==> src/rtl/seg_readback.sv <==
// Seven-segment readback decoder: snapshots the eight HEX patterns, decodes them into a 32-bit value,
// filters for stability and offers each new result over valid/ready. Optional macro: SEG_READBACK_DP_CHECK_EN.
module seg_readback #(
  parameter int STABLE_CYCLES = 4
) (
  input  logic            clk,
  input  logic            rst,
  input  logic [7:0][7:0] segs,
  output logic            out_valid,
  input  logic            out_ready,
  output logic [31:0]     value,
  output logic [7:0]      blank,
  output logic [7:0]      digit_err
);

  typedef enum logic [1:0] {IDLE, SCAN, CHECK, PRESENT} state_t;

  localparam logic [3:0] STABLE_MAX = 4'(STABLE_CYCLES);

  state_t          state;
  state_t          state_next;
  logic [2:0]      idx;
  logic [7:0][7:0] cap;
  logic [31:0]     work_value;
  logic [7:0]      work_blank;
  logic [7:0]      work_err;
  logic [47:0]     work_tuple;
  logic [47:0]     prev_tuple;
  logic [47:0]     last_tuple;
  logic [3:0]      cnt;
  logic [3:0]      cnt_next;
  logic            emitted;
  logic            emit_now;
  logic [5:0]      dec;

  // Returns {err, blank, nibble} for one digit pattern.
  function automatic logic [5:0] decode_digit(input logic [7:0] pat);
    logic [5:0] r;
    r = 6'b10_0000;
    case (pat[6:0])
      7'h40: r = 6'b00_0000;
      7'h79: r = 6'b00_0001;
      7'h24: r = 6'b00_0010;
      7'h30: r = 6'b00_0011;
      7'h19: r = 6'b00_0100;
      7'h12: r = 6'b00_0101;
      7'h02: r = 6'b00_0110;
      7'h78: r = 6'b00_0111;
      7'h00: r = 6'b00_1000;
      7'h10: r = 6'b00_1001;
      7'h08: r = 6'b00_1010;
      7'h03: r = 6'b00_1011;
      7'h46: r = 6'b00_1100;
      7'h21: r = 6'b00_1101;
      7'h06: r = 6'b00_1110;
      7'h0E: r = 6'b00_1111;
      7'h7F: r = 6'b01_0000;
      default: r = 6'b10_0000;
    endcase
`ifdef SEG_READBACK_DP_CHECK_EN
    // A lit decimal point is never a legal glyph, which also makes a blank require 0xFF.
    if (!pat[7]) r = 6'b10_0000;
`endif
    return r;
  endfunction

  assign dec        = decode_digit(cap[idx]);
  assign work_tuple = {work_value, work_blank, work_err};

  always_comb begin
    if (work_tuple != prev_tuple) cnt_next = 4'd1;
    else if (cnt >= STABLE_MAX)   cnt_next = STABLE_MAX;
    else                          cnt_next = cnt + 4'd1;
  end

  // A stable tuple is offered only once until a different one has been emitted.
  assign emit_now = (cnt_next == STABLE_MAX) && (!emitted || (work_tuple != last_tuple));

  always_ff @(posedge clk or posedge rst) begin
    if (rst) state <= IDLE;
    else     state <= state_next;
  end

  always_comb begin
    state_next = state;
    case (state)
      IDLE:    state_next = SCAN;
      SCAN:    if (idx == 3'd7) state_next = CHECK;
      CHECK:   state_next = emit_now ? PRESENT : IDLE;
      PRESENT: if (out_ready) state_next = IDLE;
      default: state_next = IDLE;
    endcase
  end

  always_comb begin
    out_valid = (state == PRESENT);
  end

  always_ff @(posedge clk or posedge rst) begin
    if (rst) begin
      idx        <= 3'd0;
      cap        <= '0;
      work_value <= '0;
      work_blank <= '0;
      work_err   <= '0;
      prev_tuple <= '0;
      last_tuple <= '0;
      cnt        <= 4'd0;
      emitted    <= 1'b0;
      value      <= '0;
      blank      <= '0;
      digit_err  <= '0;
    end else begin
      case (state)
        IDLE: begin
          cap <= segs;
          idx <= 3'd0;
        end
        SCAN: begin
          work_value[{idx, 2'b00} +: 4] <= dec[3:0];
          work_blank[idx]               <= dec[4];
          work_err[idx]                 <= dec[5];
          idx                           <= idx + 3'd1;
        end
        CHECK: begin
          prev_tuple <= work_tuple;
          cnt        <= cnt_next;
          if (emit_now) begin
            value     <= work_value;
            blank     <= work_blank;
            digit_err <= work_err;
          end
        end
        PRESENT: begin
          if (out_ready) begin
            last_tuple <= {value, blank, digit_err};
            emitted    <= 1'b1;
          end
        end
        default: ;
      endcase
    end
  end

endmodule

==> config.mk <==
export PLATFORM = sky130hd
export DESIGN_NAME = seg_readback
export DESIGN_NICKNAME = d
export VERILOG_FILES = /design/src/rtl/seg_readback.sv
export SDC_FILE = /design/constraint.sdc
export NUM_CORES = 1
export LEC_CHECK = 0
export ABC_AREA = 1
export BUFFER_PORTS_ARGS = -buffer_cell sky130_fd_sc_hd__buf_4
export CELL_PAD_IN_SITES_DETAIL_PLACEMENT = 1
export CELL_PAD_IN_SITES_GLOBAL_PLACEMENT = 2
export CORE_AREA = 2 2 190 192
export DETAILED_ROUTE_END_ITERATION = 16
export DIE_AREA = 0 0 192 194
export GPL_TIMING_DRIVEN = 0
export PLACE_DENSITY = 0.82
export SLEW_MARGIN = 20
export SYNTH_ARGS = -nofsm -noshare
export SYNTH_HDL_FRONTEND = slang
export SYNTH_SLANG_ARGS = --single-unit
==> constraint.sdc <==
create_clock -name clk -period 12.5 [get_ports clk]
set_clock_uncertainty 0.05 [all_clocks]
set_input_delay 3.125 -clock clk [delete_from_list [all_inputs] [get_ports clk]]
set_output_delay 3.125 -clock clk [all_outputs]
set_load 0.02 [all_outputs]
==> results by group <==
Global route
  – First-pass GRT wire length: just over 60 mm
  – Vias in the first global route: 10800
  – Antenna violations before repair: 1
  – Largest net degree at the start of global routing: 100
  – GRT Util Overall: 0.214
  – Aggregate global routing overflow: 0

CTS
  – Reg clk slew, reported paths: 0.06 ns
  – H-tree level count: 1
  – TritonCTS Sinks: approximately 260
  – CTS root buf: clkbuf_16
  – Resize count post-CTS: 0
  – Later-pin clock latency in the skew report: slightly below 0.6 ns
  – Post-CTS Setup Inserts: 0
  – Longest Clk Path Bufs: 3
  – TritonCTS buffer count: 31
  – Hold_buf cts: 0
  – CTS tree: built

Power
  – PwrDens: about 250 nW/um2
  – Max VDD drop: roughly 0.00013 V
  – P_leak: roughly 7.5 nW
  – Power consumption: between 3 and 4 mW

Synthesis
  – Mean Syn Cell Area: 8.05 um2
  – Sequential share of the synthesized area: 0.530
  – Mapped Cells: 1514
  – Post-synth cell types: 29
  – Post-Syn Area: ~12000 um2
  – Fraction of registers with async set/reset: 1.00
  – Yosys top cell area share: 0.530
  – Syn. warnings: 0
  – Post-synth net total: roughly 1600
  – Post-synth top cells: nand2_1, dfrtp_1, o21ai_0
  – Leading area contributor after synthesis: dfrtp_1
  – EDFF count, synth: 0
  – Post-synth top flop: dfrtp_1
  – Synth Register Bits: 258
  – Area contributors post-synth: dfrtp_1, nand2_1, o21ai_0
  – Top-count cell post-synth: nand2_1

Setup path
  – Arr. time, crit path: approximately 5 ns
  – Crit Path Category: input port to flip-flop
  – Cells on worst reg2reg path: 12
  – Crit path to: last_tuple[33]$_DFFE_PP0P_
  – Critical Path Fanout Max: 10
  – RR Endpoint: work_value[17]$_DFFE_PP0P_
  – CP Depth: 5
  – Buffers & Inverters on Critical Path: 3
  – CP endpoint kind: flip-flop
  – CP max stage cell: clkbuf_1
  – R2R Setup Slk: 9.38 ns
  – Crit-path most repeated cell: clkbuf_1
  – Worst Path Required: approximately 13 ns
  – Critical Path Start Type: input port
  – Crit path from: out_ready
  – Worst-path cell chain: buf_4 > nand2_1 > clkbuf_1 > clkbuf_1 > mux2_2
  – Max stage delay on crit path: between 0.6 and 0.7 ns
  – Reg2reg start: idx[0]$_DFFE_PP0P_
  – Delay-heaviest family, CP: buffers and inverters

STA
  – # setup viols final: 0
  – Final setup margin: roughly 8 ns
  – Fin crit share: 0.366
  – RSZ-0062 raised after global routing: false
  – Slew HR: 0.287
  – Slew Viols, Final: 0
  – Final Hold Viols: 0
  – Tightest Pin Transition: roughly 1.1 ns
  – F_max: between 200 and 250 MHz
  – Final min period: 4.57 ns

Place
  – Placed cell count: 2084
  – DP Worst Slack: between 7 and 8 ns
  – PortBufs: about 110
  – HPWL after DPL: roughly 29 mm
  – DP Area: between 10000 and 15000 um2
  – GPL Wtd Cong: 0.831

Route
  – Routed WL per cell: around 18 um
  – DRT iter0 DRCs: ~470
  – Total wire length: ~40 mm
  – Antenna Nets Post-Route: 0
  – Total DRC errors in the routed layout: 0
  – Vias per cell: a little under 5
  – Vias: 10300
  – Initial DRT Pass Iterations: 4

Min path
  – Hold Path Class: flip-flop to flip-flop
  – Min-delay src: emitted$_DFFE_PP0P_

Floorplanning
  – # rows: 69
  – Initial core utilization: 0.346
  – Die Width: around 190 um
  – Total core area: about 35000 um2
  – Die height: 194 um
  – Full die area: roughly 37000 um2
  – I/O pins: about 120

Cells and area
  – Share of cells above drive strength 1: 0.130
  – Design area: 14700 um2
  – Area growth syn-to-layout: 20.7%
  – Layout Nets: 1728
  – Final cell count without fillers: ~2100

Run status
  – Outcome: finished clean

Flow run
  – MaxCap Viol Count: 0
through the flow:
stage / utilization / hold WS [ns] / TNS [ns]
after floorplan: - / 0.373 / 0
after global placement: 0.385 / 0.384 / -257.72
after detailed placement: 0.387 / 0.392 / 0
after CTS: 0.417 / 0.407 / 0
after global routing: 0.417 / 0.455 / 0
final: 0.418 / 0.402 / 0
report_power, final:
| part | internal (mW) | switching, mW |
|---|---|---|
| Combinational | 0.461 | 1.04 |
| Clock | 0.570 | 0.369 |
| Sequential | 1.09 | 0.172 |
worst register-to-register path: stages, from the launching register on:
cell and delay [ns]:
dfrtp_1 0.36, buf_2 0.16, inv_2 0.04, buf_4 0.17, buf_6 0.17, ha_1 0.21
ha_1 0.30, nor3b_1 0.22, inv_1 0.14, nor3_1 0.83, inv_1 0.19, nand2_1 0.10
o21ai_1 0.06
logic make-up after synthesis:
group,Yosys count,share of synthesized area
adder cells (fa/ha/maj),5,0.00513
XOR/XNOR,58,0.0417
flip-flops,258,0.530
AND/OR/NAND/NOR,660,0.215
multiplexers,25,0.0231
buffers and inverters,256,0.0806
AO/OA/AOI/OAI,252,0.104
flip-flops by register name, summed over array words and instances (netlist names):
name        flops
cap            56
idx             3
state           2
cnt             4
blank           8
emitted         1
prev_tuple     48
digit_err       8
work_blank      8
value          32
work_err        8
last_tuple     48
work_value     32
cell usage in the layout, fill, tap and decap left out, types with 25 or more instances in the layout:
cell type    n
a21oi_1     34
buf_4      108
clkbuf_1    39
clkbuf_16   31
dfrtp_1    258
inv_1      201
mux2_2      25
nand2_1    445
nand3_1     55
nor2_1     138
o21ai_0    204
xnor2_1     55
worst min-delay path by stage:
stage,slack [ns],to,depth (start not counted)
floorplan,0.37,emitted$_DFFE_PP0P_,2
global placement,0.38,emitted$_DFFE_PP0P_,2
detailed placement,0.39,emitted$_DFFE_PP0P_,2
CTS,0.41,emitted$_DFFE_PP0P_,2
global route,0.45,emitted$_DFFE_PP0P_,2
finish,0.40,emitted$_DFFE_PP0P_,2
layout make-up:
| type | count | area [um2] |
|---|---|---|
| diodes | 1 | 2.50 |
| plain buffers | 48 | 201 |
| clock buffers | 41 | 863 |
| clock inverters | 17 | 214 |
| fillers | 4285 | 20500 |
| inverters | 208 | 788 |
| multi-input cells | 1000 | 4750 |
| flip-flops and latches | 258 | 6460 |
| well taps | 461 | 577 |
| repair buffers | 109 | 858 |
layer usage:
metal | vias up | routed length (um) | track usage
li1 | 4987 | - | -
met1 | 5132 | 17900 | 0.288
met2 | 154 | 19000 | 0.369
met3 | 46 | 1350 | 0.0277
met4 | 0 | 805 | 0.0458
met5 | - | 0 | 0
(Power assumes the default switching activity.)
